[config.mk]
export PLATFORM = sky130hd
export DESIGN_NAME = pulse_job_scheduler
export DESIGN_NICKNAME = d
export VERILOG_FILES = /design/src/rtl/pulse_sched_pkg.sv /design/src/rtl/pulse_job_fifo.sv /design/src/rtl/pulse_job_scheduler.sv
export SDC_FILE = /design/constraint.sdc
export NUM_CORES = 1
export LEC_CHECK = 0
export ABC_AREA = 1
export CORE_MARGIN = 1.5
export CORE_UTILIZATION = 57
export CTS_CLUSTER_SIZE = 14
export DETAILED_ROUTE_END_ITERATION = 16
export PLACE_DENSITY = 0.91
export SYNTH_ARGS = -nofsm -noshare
export SYNTH_HDL_FRONTEND = slang
export SYNTH_SLANG_ARGS = --single-unit
export TNS_END_PERCENT = 50
[constraint.sdc]
create_clock -name clk -period 3.27 [get_ports clk]
set_input_delay 0.4905 -clock clk [delete_from_list [all_inputs] [get_ports clk]]
set_output_delay 0.4905 -clock clk [all_outputs]
set_load 0.1 [all_outputs]
[src/rtl/pulse_sched_pkg.sv]
// Shared types and constants for the pulse job scheduler.
// Latency: n/a (types and constants only).
// Backpressure: n/a.
package pulse_sched_pkg;

  typedef enum logic [2:0] {
    ST_IDLE,
    ST_LOAD,
    ST_START,
    ST_WAIT_ACK,
    ST_WAIT_DONE,
    ST_GAP
  } state_t;

  // Job word layout: [6:0] start, [13:7] end, [21:14] loop count, [31:22] gap
  localparam int JOB_W       = 32;
  localparam int START_LSB   = 0;
  localparam int END_LSB     = 7;
  localparam int IDX_W       = 7;
  localparam int LOOP_LSB    = 14;
  localparam int LOOP_W      = 8;
  localparam int GAP_LSB     = 22;
  localparam int GAP_FIELD_W = 10;

  // Cycles allowed in WAIT_ACK for the transmitter to raise busy
  localparam int ACK_TIMEOUT = 15;
  localparam int ACK_CNT_W   = 4;

  // Packed view of the job word; the first member occupies the MSBs
  typedef struct packed {
    logic [GAP_FIELD_W-1:0] gap;
    logic [LOOP_W-1:0]      loop_cnt;
    logic [IDX_W-1:0]       end_idx;
    logic [IDX_W-1:0]       start_idx;
  } job_t;

endpackage

[src/rtl/pulse_job_fifo.sv]
// Synchronous job queue with flush; head word is visible on dout without a read cycle.
// Latency: a push is visible at dout/count one cycle later.
// Backpressure: push while full is ignored unless a pop happens in the same cycle; flush beats both.
module pulse_job_fifo #(
  parameter int DEPTH = 4,
  parameter int W     = 32
) (
  input  logic                   clk,
  input  logic                   rst,
  input  logic                   push,
  input  logic                   pop,
  input  logic                   flush,
  input  logic [W-1:0]           din,
  output logic [W-1:0]           dout,
  output logic                   full,
  output logic [$clog2(DEPTH):0] count
);
  localparam int AW = $clog2(DEPTH);

  logic [W-1:0]  r_mem [DEPTH];
  logic [AW-1:0] r_wr_ptr;
  logic [AW-1:0] r_rd_ptr;
  logic [AW:0]   r_count;
  logic          w_do_pop;
  logic          w_do_push;

  assign full      = (r_count == (AW+1)'(DEPTH));
  assign w_do_pop  = pop && (r_count != '0) && !flush;
  assign w_do_push = push && (!full || w_do_pop) && !flush;
  assign dout      = r_mem[r_rd_ptr];
  assign count     = r_count;

  // Storage: written only on an accepted push; pointers wrap naturally at DEPTH
  always_ff @(posedge clk) begin
    if (w_do_push) r_mem[r_wr_ptr] <= din;
  end

  // Pointer and occupancy bookkeeping; simultaneous push+pop leaves count unchanged
  always_ff @(posedge clk or posedge rst) begin
    if (rst) begin
      r_wr_ptr <= '0;
      r_rd_ptr <= '0;
      r_count  <= '0;
    end else if (flush) begin
      r_wr_ptr <= '0;
      r_rd_ptr <= '0;
      r_count  <= '0;
    end else begin
      if (w_do_push) r_wr_ptr <= r_wr_ptr + 1'b1;
      if (w_do_pop)  r_rd_ptr <= r_rd_ptr + 1'b1;
      if (w_do_push && !w_do_pop)      r_count <= r_count + 1'b1;
      else if (!w_do_push && w_do_pop) r_count <= r_count - 1'b1;
    end
  end

endmodule

[src/rtl/pulse_job_scheduler.sv]
// Queues pulse jobs and launches them one at a time on the transmitter, with an inter-job gap.
// Latency: push into empty queue at N (enable=1) -> LOAD at N+1, tx_start at N+2.
// Backpressure: push while full is dropped (sticky overflow) unless LOAD pops that cycle; abort flushes.
module pulse_job_scheduler import pulse_sched_pkg::*; #(
  parameter int DEPTH = 4,
  parameter int GAP_W = 10
) (
  input  logic                   clk,
  input  logic                   rst,
  input  logic [31:0]            job_data,
  input  logic                   job_push,
  input  logic                   enable,
  input  logic                   abort,
  input  logic                   ovf_clear,
  input  logic                   tx_busy,
  output logic                   tx_start,
  output logic                   tx_stop,
  output logic [6:0]             tx_start_index,
  output logic [6:0]             tx_end_index,
  output logic [7:0]             tx_loop_count,
  output logic [$clog2(DEPTH):0] job_count,
  output logic                   job_full,
  output logic                   active,
  output logic                   job_done,
  output logic                   overflow,
  output logic                   ack_err
);
  state_t                 r_state;
  logic [IDX_W-1:0]       r_start_idx;
  logic [IDX_W-1:0]       r_end_idx;
  logic [LOOP_W-1:0]      r_loop_cnt;
  logic [GAP_W-1:0]       r_gap;
  logic [GAP_W-1:0]       r_gap_cnt;
  logic [ACK_CNT_W-1:0]   r_ack_cnt;
  logic                   r_tx_stop;
  logic                   r_job_done;
  logic                   r_overflow;
  logic                   r_ack_err;

  logic [JOB_W-1:0]       w_head_dat;
  job_t                   w_head;
  logic                   w_pop;
  logic                   w_fifo_full;
  logic [$clog2(DEPTH):0] w_count;
  logic                   w_job_avail;
  logic                   w_ack_timeout;
  logic                   w_ovf_set;

  pulse_job_fifo #(.DEPTH(DEPTH), .W(JOB_W)) u_fifo (
    .clk   (clk),
    .rst   (rst),
    .push  (job_push),
    .pop   (w_pop),
    .flush (abort),
    .din   (job_data),
    .dout  (w_head_dat),
    .full  (w_fifo_full),
    .count (w_count)
  );

  assign w_head = job_t'(w_head_dat);
  assign w_pop  = (r_state == ST_LOAD) && !abort;
  // A push this cycle counts as available so an empty-queue push reaches LOAD next cycle
  assign w_job_avail   = (w_count != '0) || job_push;
  assign w_ack_timeout = (r_state == ST_WAIT_ACK) && !tx_busy && !abort &&
                         (r_ack_cnt == ACK_CNT_W'(ACK_TIMEOUT - 1));
  assign w_ovf_set     = job_push && w_fifo_full && !w_pop && !abort;

  // start/active are decoded straight from the state flop so they carry no extra lag
  assign tx_start       = (r_state == ST_START);
  assign active         = (r_state != ST_IDLE);
  assign tx_stop        = r_tx_stop;
  assign job_done       = r_job_done;
  assign tx_start_index = r_start_idx;
  assign tx_end_index   = r_end_idx;
  assign tx_loop_count  = r_loop_cnt;
  assign job_count      = w_count;
  assign job_full       = w_fifo_full;
  assign overflow       = r_overflow;
  assign ack_err        = r_ack_err;

  // Job sequencer; job_done is raised one cycle early so it lands on the final GAP cycle
  always_ff @(posedge clk or posedge rst) begin
    if (rst) begin
      r_state     <= ST_IDLE;
      r_start_idx <= '0;
      r_end_idx   <= '0;
      r_loop_cnt  <= '0;
      r_gap       <= '0;
      r_gap_cnt   <= '0;
      r_ack_cnt   <= '0;
      r_tx_stop   <= 1'b0;
      r_job_done  <= 1'b0;
    end else begin
      r_tx_stop  <= 1'b0;
      r_job_done <= 1'b0;
      if (abort) begin
        r_state   <= ST_IDLE;
        r_tx_stop <= (r_state == ST_WAIT_ACK) || (r_state == ST_WAIT_DONE);
      end else begin
        case (r_state)
          ST_IDLE: begin
            if (enable && w_job_avail) r_state <= ST_LOAD;
          end
          ST_LOAD: begin
            r_start_idx <= w_head.start_idx;
            r_end_idx   <= w_head.end_idx;
            r_loop_cnt  <= w_head.loop_cnt;
            r_gap       <= GAP_W'(w_head.gap);
            r_state     <= ST_START;
          end
          ST_START: begin
            r_ack_cnt <= '0;
            r_state   <= ST_WAIT_ACK;
          end
          ST_WAIT_ACK: begin
            if (tx_busy) begin
              r_state <= ST_WAIT_DONE;
            end else if (w_ack_timeout) begin
              r_state    <= ST_GAP;
              r_gap_cnt  <= r_gap;
              r_job_done <= (r_gap == '0);
            end else begin
              r_ack_cnt <= r_ack_cnt + 1'b1;
            end
          end
          ST_WAIT_DONE: begin
            if (!tx_busy) begin
              r_state    <= ST_GAP;
              r_gap_cnt  <= r_gap;
              r_job_done <= (r_gap == '0);
            end
          end
          ST_GAP: begin
            if (r_gap_cnt == '0) begin
              r_state <= (enable && w_job_avail) ? ST_LOAD : ST_IDLE;
            end else begin
              r_gap_cnt  <= r_gap_cnt - 1'b1;
              r_job_done <= (r_gap_cnt == GAP_W'(1));
            end
          end
          default: r_state <= ST_IDLE;
        endcase
      end
    end
  end

  // Sticky error flags; a new error event wins over a coincident clear
  always_ff @(posedge clk or posedge rst) begin
    if (rst) begin
      r_overflow <= 1'b0;
      r_ack_err  <= 1'b0;
    end else begin
      if (w_ovf_set)      r_overflow <= 1'b1;
      else if (ovf_clear) r_overflow <= 1'b0;
      if (w_ack_timeout)  r_ack_err  <= 1'b1;
      else if (ovf_clear) r_ack_err  <= 1'b0;
    end
  end

endmodule

# --- Word-level counts from Yosys, hierarchy flattened ---
# Memory sizes are Yosys's and may differ from the RTL's. A register that Yosys moved wholly into a read port is not among the register bits.
# Index checks and enable logic that the tools add are counted.
op_classes:
  eq_ne: 17
  n_mux: 35
  bitwise: 1
  add_sub_neg: 6
  n_reduce_logical: 39
op_table:
  columns: ["op", "count"]
  rows:
  - ["$mux 10", 4]
  - ["$pmux 10 s3", 1]
  - ["$mux 3", 9]
  - ["$logic_not 10->1", 2]
  - ["$pmux 3 s6", 1]
  - ["$logic_and 1x1->1", 14]
  - ["$mux 1", 12]
  - ["$reduce_bool 3->1", 4]
  - ["$eq 10x1->1 const B", 1]
  - ["$ne 2x2->1 const B", 5]
  - ["$reduce_bool 2->1", 5]
  - ["$sub 10x1->10 const B", 1]
  - ["$eq 3x3->1 const B", 3]
  - ["$ne 3x3->1 const B", 3]
  - ["$mux 2", 4]
  - ["$mux 4", 2]
  - ["$pmux 4 s2", 1]
  - ["$reduce_and 4->1", 2]
  - ["$eq 3x2->1 const B", 2]
  - ["$logic_not 1->1", 6]
  - ["$reduce_and 6->1", 1]
  - ["$add 2x1->2 const B", 2]
  - ["$add 4x1->4 const B", 1]
  - ["$eq 4x4->1 const B", 1]
  - ["9 further kinds", 11]
word_totals:
  register_bits: 28
  ramBits: 128
  mem_count: 1
  elab_cells: 109
  in_bits: 39
  out_inout_bits: 32
mem_list:
  columns: ["memory", "words", "width", "read_ports", "rd_ports_with_merged_regs", "wr", "line_no", "rtl"]
  rows:
  - ["u_fifo.r_mem", 4, 32, 1, 1, 1, "pulse_job_fifo.sv:20", "logic [W-1:0] r_mem [DEPTH];"]

# --- Longest topological paths before layout ---
depth:
  ltp_word: 12
  mapped_depth: 14
  mapped_depth_nobuf: 13

# --- Cells and area by module ---
# A second synthesis with hierarchy kept.
hier_totals:
  hier_cells: 734
  area_unflattened_um2: 7963.9
by_module_without_submodules:
  columns: ["mod", "area_each_um2", "instances", "seq_area_each_um2", "cells_per_inst"]
  rows:
  - ["pulse_job_fifo", 5216.3, 1, 4018.9, 375]
  - ["pulse_job_scheduler", 2747.6, 1, 1326.3, 359]

# --- Worst setup path before layout ---
# No wires, ideal clock.
synth_path:
  path_kind: "register -> register"
  start: "register u_fifo.r_count[0] (netlist: u_fifo.count[0])"
  end: "memory u_fifo.r_mem[0][0] (enable)"
  stages_incl_launch_ff: 7
  setup_time_ns: 0.421
  required_ns: 2.849
  n_path_buf: 0
  arrival_time_ns: 3.385
  path_slack_ns: -0.536
  period_less_slack_ns: 3.806
  path_cell_list: "dfrtp_1 > nor2_1 > nand2_1 > inv_1 > nand2_2 > nand2_1 > nor2_1"
synth_via:
  word_cells_on_any_way: 10
  classes_between: "1 x eq/ne; 2 x mux; 7 x reduce/logical"
synth_rtl:
  columns: ["element", "line_no", "rtl"]
  rows:
  - ["start, declared", "pulse_job_fifo.sv:23", "logic [AW:0] r_count;"]
  - ["start signal, assigned", "pulse_job_fifo.sv:51", "if (w_do_push && !w_do_pop) r_count <= r_count + 1'b1;"]
  - ["start signal, assigned", "pulse_job_fifo.sv:52", "else if (!w_do_push && w_do_pop) r_count <= r_count - 1'b1;"]
  - ["$eq 3x3->1", "pulse_job_fifo.sv:27", "assign full = (r_count == (AW+1)'(DEPTH));"]
  - ["named net job_full", "pulse_job_scheduler.sv:22", "output logic job_full,"]
  - ["$logic_not 1->1", "pulse_job_fifo.sv:29", "assign w_do_push = push && (!full || w_do_pop) && !flush;"]
  - ["$logic_or 1x1->1", "pulse_job_fifo.sv:29", null]
  - ["$logic_and 1x1->1 (2 in a row)", "pulse_job_fifo.sv:29", null]
  - ["$mux 1", "pulse_job_fifo.sv:35", "if (w_do_push) r_mem[r_wr_ptr] <= din;"]
  - ["$mux 1 (not written as such)", "pulse_job_fifo.sv:35", null]
  - ["end, declared", "pulse_job_fifo.sv:20", null]
# The timed path passes the listed nets, and every way through them passes these cells.

# --- Final worst setup path ---
layout_path:
  start: "register r_loop_cnt[7] (netlist: tx_loop_count[7])"
  end: "output tx_loop_count[7]"
layout_rtl:
  columns: ["element", "line_no", "rtl"]
  rows:
  - ["start, declared", "pulse_job_scheduler.sv:31", "logic [LOOP_W-1:0] r_loop_cnt;"]
  - ["start signal, assigned", "pulse_job_scheduler.sv:108", "r_loop_cnt <= w_head.loop_cnt;"]
  - ["end, declared", "pulse_job_scheduler.sv:20", "output logic [7:0] tx_loop_count,"]
# No word-level cell between the ends.

==> impl_results.md <==
- Status: finished clean
- Fin crit share: 76.10%
- Layout cell share with drive strength beyond 1: 9.820%
- Ant. Diodes: 0
- Slowest-stage cell, CP: clkdlybuf4s50_1
- Fin nets: 871
- DR iter-0 viols: 697
- Most common cell in the synthesized netlist: nor2_1
- Hpwl dp: 10,560 um
- Die Y-Extent: 121.3 um
- Num CTS Buffers: 17
- Initial Util: 57.96%
- Final Hold Fails: 0
- Final wirelength: 17,570 um
- Worst Tran Pin Value: 0.9963 ns
- Synth area leaders: edfxtp_1 (48%), dfrtp_1 (19%), nor2_1 (7.5%)
- Root buf cell: clkbuf_16
- Total core area: 0.01377 mm2
- Pwr Total: 8.406 mW
- Vias per cell: 5.713
- Worst setup SP type: register
- Fin crit period: 2.488 ns
- R2R Setup Slk: 1.05 ns
- Yosys top cell by area: edfxtp_1
- Skew-Pair Late Insertion Delay: 0.44 ns
- Critical path, cell by cell: clkdlybuf4s50_1
- 1st-pass router iterations: 8
- IO Count: 71
- # setup viols final: 0
- Peak VDD IR: 688.5 uV
- Cells after synthesis: 750
- Yosys cell types: 35
- Hold Buf Count CTS: 0
- Largest net degree at the start of global routing: 66
- Unrepaired setup endpoints after global routing: no
- Total die area: 0.01472 mm2
- CP Capture Type: output port
- Ys flop type: edfxtp_1
- Maxcap violations: 0
- Final Skew: 0.009881 ns
- Syn-to-layout area delta: 19.06%
- Lkg Pwr: 3.730 nW
- Via count: 5,799
- Seq/Total Area, Yosys: 66.96%
- Setup Buffers After CTS: 0
- Critical path required time: 2.78 ns
- PortBufs: 70
- Initial antenna violation count: 0
- Top delay family on crit path: buffers and inverters
- First-pass GRT wire length: 27,820 um
- Row Count: 43
- CTS tree: built
- F_max: 0.4019 GHz
- Final Slew Violations: 0
- Hold Path Class: in2async
- Buf+Inv Stages, Crit Path: 1
- GP Congestion: 0.8896
- Synth Warn #: 0
- Avg WL per Cell: 17.31 um
- DRC Markers: 0
- H-tree levels: 4
- Post-synth top area share: 48.15%
- Total grt overflow: 0
- Post-Synthesis Cell Area: 0.007983 mm2
- PwrDens: 884.5 mW/mm2
- Crit Path Max Fanout: 2
- CP Class: reg2out
- Clk pin slew, worst setup/hold paths: 0.07 ns
- Post-CTS Resized: 0
- Post-route ant nets: 0
- Synth cell count leaders: nor2_1 (159), edfxtp_1 (128), nand2_1 (107)
- Die Wd: 121.3 um
- Post-synth EDFFs: 128
- Synthesized Nets: 799
- Vias in the first global route: 5,657
- CTS sink cnt: 188
- Synth async-reset ratio: 31.91%
- GRT Total Usage: 25.40%
- Slew margin rel.: 33.38%
- Crit-path max cell delay: 1.16 ns
- Post-layout util: 69.00%
- Post-Syn Area per Cell: 10.64 um2
- Yosys reg bits: 188
- Clk buf depth: 2
- Arrival @ worst endpoint: 2.00 ns
-- final timing paths --
| kind | start | endpoint | depth (start not counted) |
|---|---|---|---|
| setup / recovery | tx_loop_count[7] | tx_loop_count[7] | 1 |
| hold / removal | rst | tx_end_index[1] | 2 |
| setup reg to reg | r_state[2] | u_fifo.count[2] | 13 |
| hold reg to reg | r_gap_cnt[7] | r_gap_cnt[7] | 2 |
| max in group asynchronous | rst | r_gap_cnt[8] | 3 |
| min in group clk | r_gap_cnt[7] | r_gap_cnt[7] | 2 |
-- metrics by stage --
step	area [um2]	setup slack (ns)	instances	TNS, ns	hold WS (ns)
after global routing	9504	0.7425	1015	0	0.5487
after CTS	9504	0.7765	1015	0	0.5136
after global placement	8897	0.6313	983	0	0.4802
after detailed placement	8897	0.5634	983	0	0.4979
after floorplan	7993	-0.05327	750	-6.819	0.4582
final	9504	0.7816	1015	0	0.5004
-- worst register-to-register path: cells and delay by family, from the launching register on --
family | cells | cell delay (ns)
AND/OR/NAND/NOR | 8 | 0.75
adder cells (fa/ha/maj) | 1 | 0.38
XOR/XNOR | 1 | 0.20
flip-flops | 1 | 0.52
buffers and inverters | 3 | 0.28
-- routing by layer --
metal  vias up  share of wire, %  GRT usage (%)
met3        44               6.5          5.357
met2       279                52          43.57
li1       2688                 -              -
met4         0               2.6          12.06
met1      2788                39          30.67
met5         -                 0              0
-- cells in the final DEF, fill, tap and decap left out, drive strengths merged, types with 9 or more instances in the layout --
master         instances
nor2                 166
edfxtp               128
nand2                115
o21ai                 92
clkdlybuf4s50         66
inv                   61
dfrtp                 60
nand3                 32
a31oi                 23
clkbuf                21
buf                   20
o22ai                 10
ha                     9
-- cells by family after synthesis --
kind of cell | count (synthesis) | synth area share (%)
compound gates | 134 | 9.013
buf+inv | 88 | 4.749
fa+ha+maj | 10 | 1.661
simple gates | 327 | 17.29
flops | 188 | 66.96
xor+xnor | 3 | 0.3292
-- final cells by class --
type,count,area [um2]
Inverter,55,209.0
Clock inverter,11,146.4
Tap cell,180,225.2
Timing Repair Buffer,86,823.3
Fill cell,924,4269
Multi-Input combinational cell,474,2293
Clock buffer,21,460.4
Sequential cell,188,5346
-- sequential cells by signal (all words and copies together), names as in the netlist, 2 cells and up --
register and count:
u_fifo.count 3, u_fifo.r_mem 128, r_gap 10, tx_start_index 7, u_fifo.r_wr_ptr 2, r_state 3
tx_end_index 7, r_gap_cnt 10, u_fifo.r_rd_ptr 2, r_ack_cnt 4, tx_loop_count 8
-- power by group --
part | switching, mW | total, mW | internal [mW]
combinational | 2.35 | 3.13 | 0.775
sequential | 0.256 | 3.16 | 2.91
clock | 0.920 | 2.11 | 1.19
total | 3.53 | 8.41 | 4.88
No activity file was read; power rests on OpenSTA's default activity.
